File: src/rtl/move_scanner_pkg.sv
// othello_pkg: cell codes, board size, scan states and the direction table shared by the move scanner
package othello_pkg;
  localparam int BOARD_N = 8;
  localparam logic [1:0] CELL_EMPTY = 2'b00;
  localparam logic [1:0] CELL_BLACK = 2'b01;
  localparam logic [1:0] CELL_WHITE = 2'b10;
  // direction order: E, W, S, N, SE, NW, SW, NE
  localparam logic signed [3:0] DIR_DROW [0:7] = '{4'sd0, 4'sd0, 4'sd1, -4'sd1, 4'sd1, -4'sd1, 4'sd1, -4'sd1};
  localparam logic signed [3:0] DIR_DCOL [0:7] = '{4'sd1, -4'sd1, 4'sd0, 4'sd0, 4'sd1, -4'sd1, -4'sd1, 4'sd1};
  localparam logic [4:0] DIR_STEP [0:7] = '{5'd1, 5'd1, 5'd8, 5'd8, 5'd9, 5'd9, 5'd7, 5'd7};
  // bit i is the flipper sign for direction i (1 = subtract); odd directions point backwards
  localparam logic [7:0] DIR_SIGN = 8'b1010_1010;
  typedef enum logic [3:0] {
    IDLE, CHK_RD, CHK_EV, DIR_INIT, STEP, RD, EVAL, ISSUE_LD, ISSUE_GO, WAIT_FLIP, NEXT_DIR, DONE
  } state_t;
  function automatic logic [1:0] own_code(input logic player);
    return player ? CELL_WHITE : CELL_BLACK;
  endfunction
  function automatic logic [1:0] opp_code(input logic player);
    return player ? CELL_BLACK : CELL_WHITE;
  endfunction
endpackage

File: src/rtl/move_scanner_if.sv
// move_scanner_if: board-memory read port and flipper handshake; master = scanner, slave = memory/flipper side
interface move_scanner_if;
  logic       mem_own_o;
  logic [6:0] mem_addr_o;
  logic [1:0] mem_data_i;
  logic [6:0] fl_addr_o;
  logic [4:0] fl_step_o;
  logic       fl_sign_o;
  logic       fl_ld_o;
  logic       fl_start_o;
  logic       fl_done_i;
  modport master (
    output mem_own_o, mem_addr_o, fl_addr_o, fl_step_o, fl_sign_o, fl_ld_o, fl_start_o,
    input  mem_data_i, fl_done_i
  );
  modport slave (
    input  mem_own_o, mem_addr_o, fl_addr_o, fl_step_o, fl_sign_o, fl_ld_o, fl_start_o,
    output mem_data_i, fl_done_i
  );
endinterface

File: src/rtl/move_scanner_dir_stepper.sv
// dir_stepper: combinational one-square step from (row,col) along dir; ports row/col/dir in, nrow/ncol/in_bounds/addr out
module dir_stepper
  import othello_pkg::*;
(
  input  logic [2:0] row,
  input  logic [2:0] col,
  input  logic [2:0] dir,
  output logic [2:0] nrow,
  output logic [2:0] ncol,
  output logic       in_bounds,
  output logic [6:0] addr
);
  logic signed [3:0] r, c;
  // -1 and 8 both have bit 3 set, so bit 3 flags leaving the board in either axis
  always_comb begin
    r = $signed({1'b0, row}) + DIR_DROW[dir];
    c = $signed({1'b0, col}) + DIR_DCOL[dir];
    nrow = r[2:0];
    ncol = c[2:0];
    in_bounds = !r[3] && !c[3];
    addr = {1'b0, r[2:0], c[2:0]};
  end
endmodule

File: src/rtl/move_scanner.sv
// move_scanner: checks an Othello move in 8 directions and issues a flip job per capturing direction
// ports: clock/reset, start_i/player_i/move_addr_i request, busy_o/done_o/valid_o status, bus = memory + flipper
module move_scanner
  import othello_pkg::*;
(
  input  logic                  clock,
  input  logic                  reset,
  input  logic                  start_i,
  input  logic                  player_i,
  input  logic [6:0]            move_addr_i,
  output logic                  busy_o,
  output logic                  done_o,
  output logic                  valid_o,
  move_scanner_if.master        bus
);
  state_t     state;
  logic       player_q;
  logic [6:0] addr_q;
  logic [2:0] dir, row, col, run;
  logic [2:0] nrow, ncol;
  logic [6:0] naddr;
  logic       in_bounds;
  dir_stepper u_step (.row(row), .col(col), .dir(dir), .nrow(nrow), .ncol(ncol), .in_bounds(in_bounds), .addr(naddr));
  always_ff @(posedge clock or posedge reset) begin
    if (reset) begin
      state <= IDLE;
      player_q <= 1'b0;
      addr_q <= '0;
      dir <= '0;
      row <= '0;
      col <= '0;
      run <= '0;
      busy_o <= 1'b0;
      done_o <= 1'b0;
      valid_o <= 1'b0;
      bus.mem_own_o <= 1'b0;
      bus.mem_addr_o <= '0;
      bus.fl_addr_o <= '0;
      bus.fl_step_o <= '0;
      bus.fl_sign_o <= 1'b0;
      bus.fl_ld_o <= 1'b0;
      bus.fl_start_o <= 1'b0;
    end else begin
      unique case (state)
        IDLE: if (start_i) begin
          player_q <= player_i;
          addr_q <= move_addr_i;
          valid_o <= 1'b0;
          busy_o <= 1'b1;
          bus.mem_own_o <= 1'b1;
          bus.mem_addr_o <= move_addr_i;
          state <= CHK_RD;
        end
        CHK_RD: state <= CHK_EV;
        CHK_EV: if (bus.mem_data_i != CELL_EMPTY) begin
          bus.mem_own_o <= 1'b0;
          done_o <= 1'b1;
          state <= DONE;
        end else begin
          dir <= '0;
          state <= DIR_INIT;
        end
        DIR_INIT: begin
          row <= addr_q[5:3];
          col <= addr_q[2:0];
          run <= '0;
          state <= STEP;
        end
        STEP: if (in_bounds) begin
          row <= nrow;
          col <= ncol;
          bus.mem_addr_o <= naddr;
          state <= RD;
        end else state <= NEXT_DIR;
        RD: state <= EVAL;
        // run counts opponents seen; a seventh opponent cannot be bracketed on an 8-wide board
        EVAL: if (bus.mem_data_i == opp_code(player_q) && run != 3'd6) begin
          run <= run + 3'd1;
          state <= STEP;
        end else if (bus.mem_data_i == own_code(player_q) && run != 3'd0) begin
          bus.mem_own_o <= 1'b0;
          bus.fl_addr_o <= addr_q;
          bus.fl_step_o <= DIR_STEP[dir];
          bus.fl_sign_o <= DIR_SIGN[dir];
          bus.fl_ld_o <= 1'b1;
          valid_o <= 1'b1;
          state <= ISSUE_LD;
        end else state <= NEXT_DIR;
        ISSUE_LD: begin
          bus.fl_ld_o <= 1'b0;
          bus.fl_start_o <= 1'b1;
          state <= ISSUE_GO;
        end
        ISSUE_GO: begin
          bus.fl_start_o <= 1'b0;
          state <= WAIT_FLIP;
        end
        WAIT_FLIP: if (bus.fl_done_i) begin
          bus.mem_own_o <= 1'b1;
          state <= NEXT_DIR;
        end
        NEXT_DIR: if (dir == 3'd7) begin
          bus.mem_own_o <= 1'b0;
          done_o <= 1'b1;
          state <= DONE;
        end else begin
          dir <= dir + 3'd1;
          state <= DIR_INIT;
        end
        DONE: begin
          done_o <= 1'b0;
          busy_o <= 1'b0;
          state <= IDLE;
        end
        default: state <= IDLE;
      endcase
    end
  end
endmodule

File: src/flat_wrapper.sv
// flat-port wrapper written by rule: the top's interface ports become plain ports
module move_scanner_flat import othello_pkg::*;
  (clock, reset, start_i, player_i, move_addr_i, busy_o, done_o, valid_o, bus_mem_own_o, bus_mem_addr_o, bus_fl_addr_o, bus_fl_step_o, bus_fl_sign_o, bus_fl_ld_o, bus_fl_start_o, bus_mem_data_i, bus_fl_done_i);
  move_scanner_if bus_i ();
  input  logic clock;
  input  logic reset;
  input  logic start_i;
  input  logic player_i;
  input  logic [6:0] move_addr_i;
  output logic busy_o;
  output logic done_o;
  output logic valid_o;
  output wire logic [$bits(bus_i.mem_own_o)-1:0] bus_mem_own_o;
  output wire logic [$bits(bus_i.mem_addr_o)-1:0] bus_mem_addr_o;
  output wire logic [$bits(bus_i.fl_addr_o)-1:0] bus_fl_addr_o;
  output wire logic [$bits(bus_i.fl_step_o)-1:0] bus_fl_step_o;
  output wire logic [$bits(bus_i.fl_sign_o)-1:0] bus_fl_sign_o;
  output wire logic [$bits(bus_i.fl_ld_o)-1:0] bus_fl_ld_o;
  output wire logic [$bits(bus_i.fl_start_o)-1:0] bus_fl_start_o;
  input wire logic [$bits(bus_i.mem_data_i)-1:0] bus_mem_data_i;
  input wire logic [$bits(bus_i.fl_done_i)-1:0] bus_fl_done_i;
  assign bus_mem_own_o = bus_i.mem_own_o;
  assign bus_mem_addr_o = bus_i.mem_addr_o;
  assign bus_fl_addr_o = bus_i.fl_addr_o;
  assign bus_fl_step_o = bus_i.fl_step_o;
  assign bus_fl_sign_o = bus_i.fl_sign_o;
  assign bus_fl_ld_o = bus_i.fl_ld_o;
  assign bus_fl_start_o = bus_i.fl_start_o;
  assign bus_i.mem_data_i = bus_mem_data_i;
  assign bus_i.fl_done_i = bus_fl_done_i;
  move_scanner u_core (.clock(clock), .reset(reset), .start_i(start_i), .player_i(player_i), .move_addr_i(move_addr_i), .busy_o(busy_o), .done_o(done_o), .valid_o(valid_o), .bus(bus_i));
endmodule
File: config.mk
export PLATFORM = sky130hd
export DESIGN_NAME = move_scanner_flat
export DESIGN_NICKNAME = d
export VERILOG_FILES = /design/src/rtl/move_scanner_pkg.sv /design/src/rtl/move_scanner_if.sv /design/src/rtl/move_scanner_dir_stepper.sv /design/src/rtl/move_scanner.sv /design/src/flat_wrapper.sv
export SDC_FILE = /design/constraint.sdc
export NUM_CORES = 1
export LEC_CHECK = 0
export CORE_MARGIN = 5
export CORE_UTILIZATION = 45
export CTS_CLUSTER_DIAMETER = 200
export DETAILED_ROUTE_END_ITERATION = 10
export PLACE_DENSITY = 0.71
export SETUP_SLACK_MARGIN = 0.5
export SLEW_MARGIN = 20
export SYNTH_ARGS = -nofsm -noshare
export SYNTH_HDL_FRONTEND = slang
export SYNTH_SLANG_ARGS = --single-unit
File: constraint.sdc
create_clock -name clock -period 6.4 [get_ports clock]
set_input_delay 1.28 -clock clock [delete_from_list [all_inputs] [get_ports clock]]
set_output_delay 1.28 -clock clock [all_outputs]
set_load 0.1 [all_outputs]
* After elaboration in Yosys (flattened, before gate mapping)
Memories as Yosys holds them, arrays and structs flattened. A register that Yosys moved wholly into a read port is not among the register bits.
Cells that the tools add are included.
** Storage, ports and cells
- Memories kept :: 4
- Word-level logic and storage cells :: 124
- Bits in registers :: 44
- Bits of input ports :: 14
- Bits in read-only memories :: 112
** Cells by class
- Multiplexer cells :: 43
- Reductions and logical operators :: 30
- Equality and inequality tests :: 25
- Order comparisons :: 1
- Add/sub/neg operators :: 4
- Bitwise gates (word level) :: 2
** Memories
- (name not given) :: words 8, width 5, rd ports 1, clocked after memory_dff 1, write ports 0, RTL line move_scanner.sv:83 : bus.fl_step_o <= DIR_STEP[dir];
- (name not given) :: words 8, width 4, rd ports 1, clocked after memory_dff 0, write ports 0, RTL line move_scanner_dir_stepper.sv:17 : c = $signed({1'b0, col}) + DIR_DCOL[dir];
- (name not given) :: words 8, width 4, rd ports 1, clocked after memory_dff 0, write ports 0, RTL line move_scanner_dir_stepper.sv:16 : r = $signed({1'b0, row}) + DIR_DROW[dir];
- (name not given) :: words 8, width 1, rd ports 1, clocked after memory_dff 1, write ports 0, RTL line move_scanner.sv:84 : bus.fl_sign_o <= DIR_SIGN[dir];
** Operators with widths (number)
- $mux 4 :: 11
- $pmux 4 s11 :: 1
- $pmux 3 s2 :: 4
- $reduce_bool 2->1 :: 9
- $eq 4x3->1 const B :: 4
- $eq 4x4->1 const B :: 4
- $mux 3 :: 5
- $reduce_and 3->1 :: 5
- $mux 7 :: 2
- $pmux 7 s2 :: 1
- $mux 1 :: 11
- $ne 2x1->1 const B :: 5
- $ne 2x2->1 const B :: 5
- $reduce_and 2->1 :: 5
- $add 4x4->4 :: 2
- $eq 4x2->1 const B :: 2
- $pmux 1 s2 :: 4
- $reduce_and 7->1 :: 1
- $add 3x1->3 const B :: 2
- $reduce_bool 3->1 :: 2
- $pmux 1 s5 :: 1
- $reduce_bool 5->1 :: 1
- $eq 2x2->1 :: 2
- $eq 4x1->1 const B :: 1
- 11 further kinds :: 15

* Logic depth before layout (Yosys ltp)
- Depth after elaboration :: 9
- Mapped depth :: 12
- Mapped depth without buffers :: 11

* By module
A second synthesis with hierarchy kept.
** Unflattened totals
- Cell total of the unflattened synthesis :: 255
- Area, all modules :: 2790.2 um2
** By module, submodules not included
- move_scanner :: instances 1, cells each 222, area each 2486.1 um2, sequential area each 1201.2 um2
- dir_stepper :: instances 1, cells each 33, area each 304.0 um2, sequential area each 0.0 um2

* Worst setup path before layout
Ideal clock, no wire load.
- Path type :: register to register
- From :: register u_core.dir[1]
- To :: register u_core.bus.mem_addr_o[0]
- Clock period less this slack :: 2.665 ns
- Setup time :: 0.125 ns
- Data required time :: 6.275 ns
- Slack :: 3.735 ns
- Cell stages (with the launch flop) :: 12
- Arrival :: 2.540 ns
- Cell sequence :: dfrtp_1 inv_1 ha_1 o21ai_1 ha_1 a21o_1 a21oi_1 xor2_1 o211ai_1 and2_1 buf_6 mux2_4
** Between the ends
- Longest elaborated chain between the ends :: 9
- Elaborated cells between the ends (all ways) :: 16
** RTL lines
- start: declaration :: RTL line move_scanner.sv:19 : logic [2:0] dir, row, col, run;
- start signal: assignment :: RTL line move_scanner.sv:107 : dir <= dir + 3'd1;
- $not 3->4 (not written as such) (*) :: RTL line move_scanner_dir_stepper.sv:16, move_scanner_dir_stepper.sv:17
- $mem_v2 8x4 (on tied branches)
- $mux 4 (on tied branches) (2 in a row) :: RTL line move_scanner_dir_stepper.sv:16, move_scanner_dir_stepper.sv:17
- $add 4x4->4 (on tied branches) :: RTL line move_scanner_dir_stepper.sv:16, move_scanner_dir_stepper.sv:17
- $logic_not 1->1 :: RTL line move_scanner_dir_stepper.sv:20 : in_bounds = !r[3] && !c[3];
- $logic_and 1x1->1 :: RTL line move_scanner_dir_stepper.sv:20
- $ne 2x1->1 (no source line)
- $reduce_and 3->1 (no source line)
- end signal: assignment :: RTL line move_scanner.sv:51 : bus.mem_addr_o <= move_addr_i;
- end signal: assignment :: RTL line move_scanner.sv:72 : bus.mem_addr_o <= naddr;
- end: declaration :: RTL line move_scanner_if.sv:13 : output mem_own_o, mem_addr_o, fl_addr_o, fl_step_o, fl_sign_o, fl_ld_o, fl_start_o,
Mark *: on every way between the ends. The rest lies on a longest branch, timed or not. The select of a mux whose other input is x is not followed.
A chain may end at the register's enable or synchronous reset.

* Final worst setup path
- From :: register u_core.dir[0]
- To :: register u_core.bus.mem_addr_o[5]
The elaborated chain is that of the path after synthesis.

==> results.md <==
- # resized after CTS: 0
- Die extent in x: 87.3 um
- Reg2Reg Setup Slack: 3100 ps
- Post-synth EDFFs: 0
- Via count: 2031
- Hold Path Stages: 2
- Crit path required time: 6610 ps
- Residual DRC: 0
- Async SR Flop Fraction: 100%
- Post-CTS Hold Fix Bufs: 0
- Cell Area, Synth: 2690 um^2
- Final Setup Violations: 0
- Critical Path Start Type: flip-flop
- Mean Syn Cell Area: 10.3 um^2
- Status: finished, final reports clean
- First-pass GRT wire length: 9.67 mm
- Final wirelength: 5.63 mm
- Largest net degree at the start of global routing: 49
- Num ports: 40
- Worst-Margin Slew: 978 ps
- Hold EP: u_core.bus.fl_step_o[0]$_DFFE_PP0P_
- Synth top area share: 44.7%
- CP max stage delay: 690 ps
- Standard-cell rows: 28
- Kind of end point of the critical path: flip-flop
- Max-slew headroom: 34.6%
- Vias in the first global route: 2043
- FMAX: 303 MHz
- CTS root buf: clkbuf_8
- Buf+Inv Stages, Crit Path: 0
- Worst R2R End: u_core.bus.mem_addr_o[5]$_DFFE_PP0P_
- Initial drt markers: 83
- Primary FF master, synth: dfrtp_1
- Yosys reg bits: 48
- Core ar.: 5850 um^2
- Worst hold path class: flip-flop to flip-flop
- Synth top cells by count: dfrtp_1, nand2_1, mux2_2, a21oi_1, ha_1
- Antenna violations before repair: 0
- DRT Pass-1 Iters: 4
- Final Hold Fails: 0
- Mapped Cells: 262
- PortBufs: 38
- HP Start: u_core.bus.fl_step_o[0]$_DFFE_PP0P_
- Cell family with most CP delay: compound AO/OA/AOI/OAI gates
- Total GRT Usage: 16.2%
- Count leader, synth: dfrtp_1
- Layout Skew: 16.0 ps
- Dpl hpwl: 4.03 mm
- Die H: 87.3 um
- CP cell instances: ha_1 -> mux2_2 -> ha_1 -> a21oi_1 -> a21boi_1 -> o211ai_1 -> and2_1 -> mux2_4
- Total CTS buffers: 5
- Worst r2r path cells: 8
- Initial Util: 45.9%
- Worst-path clk slew: 100 ps
- Skew-Pair Late Insertion Delay: 310 ps
- Synth-to-Final Area Change: 20.1%
- CTS Sinks: 48
- Die Area: 7620 um^2
- Seq/Total Area, Yosys: 44.7%
- Grt ovf: 0
- Worst-path fanout max: 11
- CTS H-Tree Depth: 2
- Placer Congestion: 0.804
- Max-cap violations: 0
- Post-CTS setup buffers: 0
- Largest cells by area after synthesis: dfrtp_1, mux2_2, ha_1, nand2_1, a21oi_1
- Fin Setup TNS: 0 ps
- CP max stage cell: o211ai_1
- Final Critical Period: 3300 ps
- Crit path DAT: 3510 ps
- Syn Nets: 292
- Tcrit/Tclk final: 51.5%
- Clock tree buffer depth: 2
- Fin. max-slew vios: 0
- Yosys cell types: 41
- Largest area contributor in the netlist: dfrtp_1
- CP most frequent cell: ha_1
- Reg2reg start: u_core.dir[0]$_DFFE_PP0P_
- Post-DRT Antenna Nets: 0
- DR WL/cell: 15.3 um
- Unrepaired setup endpoints after global routing: false
- Mean number of vias per cell: 5.50
- Syn. warnings: 0
- Setup CP Type: flip-flop to flip-flop
- TritonCTS clock tree: built
- Nets: 323
- Number of diodes: 0
- Share of cells above drive strength 1: 12.2%
## logic make-up after synthesis
family / after synthesis / synth area share, %
multiplexers: 30 / 13.0
buffers and inverters: 23 / 4.00
XOR/XNOR: 7 / 2.28
AO/OA/AOI/OAI: 57 / 14.1
other: 1 / 0.140
flip-flops: 48 / 44.7
adder cells (fa/ha/maj): 16 / 7.73
AND/OR/NAND/NOR: 80 / 14.1
## worst max-delay path by stage
stage	start	to	slack [ps]	cells past startpoint
final	u_core.dir[0]$_DFFE_PP0P_	u_core.bus.mem_addr_o[5]$_DFFE_PP0P_	3100	8
after global placement	bus_mem_data_i[0]	u_core.bus.fl_addr_o[3]$_DFFE_PP0P_	2960	6
after global routing	u_core.dir[1]$_DFFE_PP0P_	u_core.bus.mem_addr_o[1]$_DFFE_PP0P_	2880	10
after CTS	u_core.dir[1]$_DFFE_PP0P_	u_core.bus.mem_addr_o[5]$_DFFE_PP0P_	3130	10
after floorplan	u_core.dir[1]$_DFFE_PP0P_	u_core.bus.mem_addr_o[0]$_DFFE_PP0P_	3730	11
after detailed placement	bus_mem_data_i[0]	u_core.bus.fl_addr_o[0]$_DFFE_PP0P_	2950	6
## worst reg2reg max path, stage by stage (launching register included)
cell      delay [ps]
dfrtp_1          470
ha_1             280
mux2_2           310
ha_1             350
a21oi_1          170
a21boi_1          90
o211ai_1         690
and2_1           510
mux2_4           340
## cell type report
type | instances | area [um^2]
fill | 515 | 2620
multi-input combinational | 191 | 1380
sequential | 48 | 1200
timing repair buffer | 38 | 380
tap | 75 | 93.8
clock buffer | 5 | 68.8
clock inverter | 3 | 68.8
inverter | 9 | 35.0
## cell usage in the layout, fill, tap and decap left out, types with 4 or more instances in the layout
cell             count
nor2_1               9
o21a_1               6
xor2_1               4
mux2_4               5
ha_1                15
clkbuf_8             5
clkdlybuf4s50_1     38
a31oi_1              4
mux2_2              20
nor2b_1              7
inv_1                8
nor3_1               7
o21ai_0             10
nand2b_1             9
o22a_1               5
dfrtp_1             48
nand2_1             34
a21oi_1             16
mux2i_1              5
nand3_1              9
## registers in the layout (all words and copies together), names as in the netlist, 4 cells and up
signal,count
u_core.bus.mem_addr_o,7
u_core.state,4
u_core.bus.fl_addr_o,7
u_core.addr_q,7
## through the flow
| stage | utilization [%] | cells | hold WS (ps) | cell area, um^2 | worst slack (ps) |
|---|---|---|---|---|---|
| after floorplan | - | 262 | 470 | 2690 | 3730 |
| after global placement | 52.8 | 361 | 463 | 3090 | 2960 |
| after detailed placement | 52.8 | 361 | 468 | 3090 | 2950 |
| after CTS | 55.1 | 369 | 489 | 3230 | 3130 |
| after global routing | 55.2 | 369 | 518 | 3230 | 2880 |
| final | 55.2 | 369 | 481 | 3230 | 3100 |
## per-layer routing
metal | GRT usage [%] | wire [um] | vias to the layer above
met5 | 0 | 0 | -
met4 | 5.16 | 101 | 0
met3 | 3.12 | 259 | 9
met2 | 27.1 | 2750 | 49
met1 | 20.9 | 2520 | 992
li1 | - | - | 981
Power is left out: the tool's default activity adds up to more than one toggle a clock period on the data nets, which glitch-free logic cannot reach.
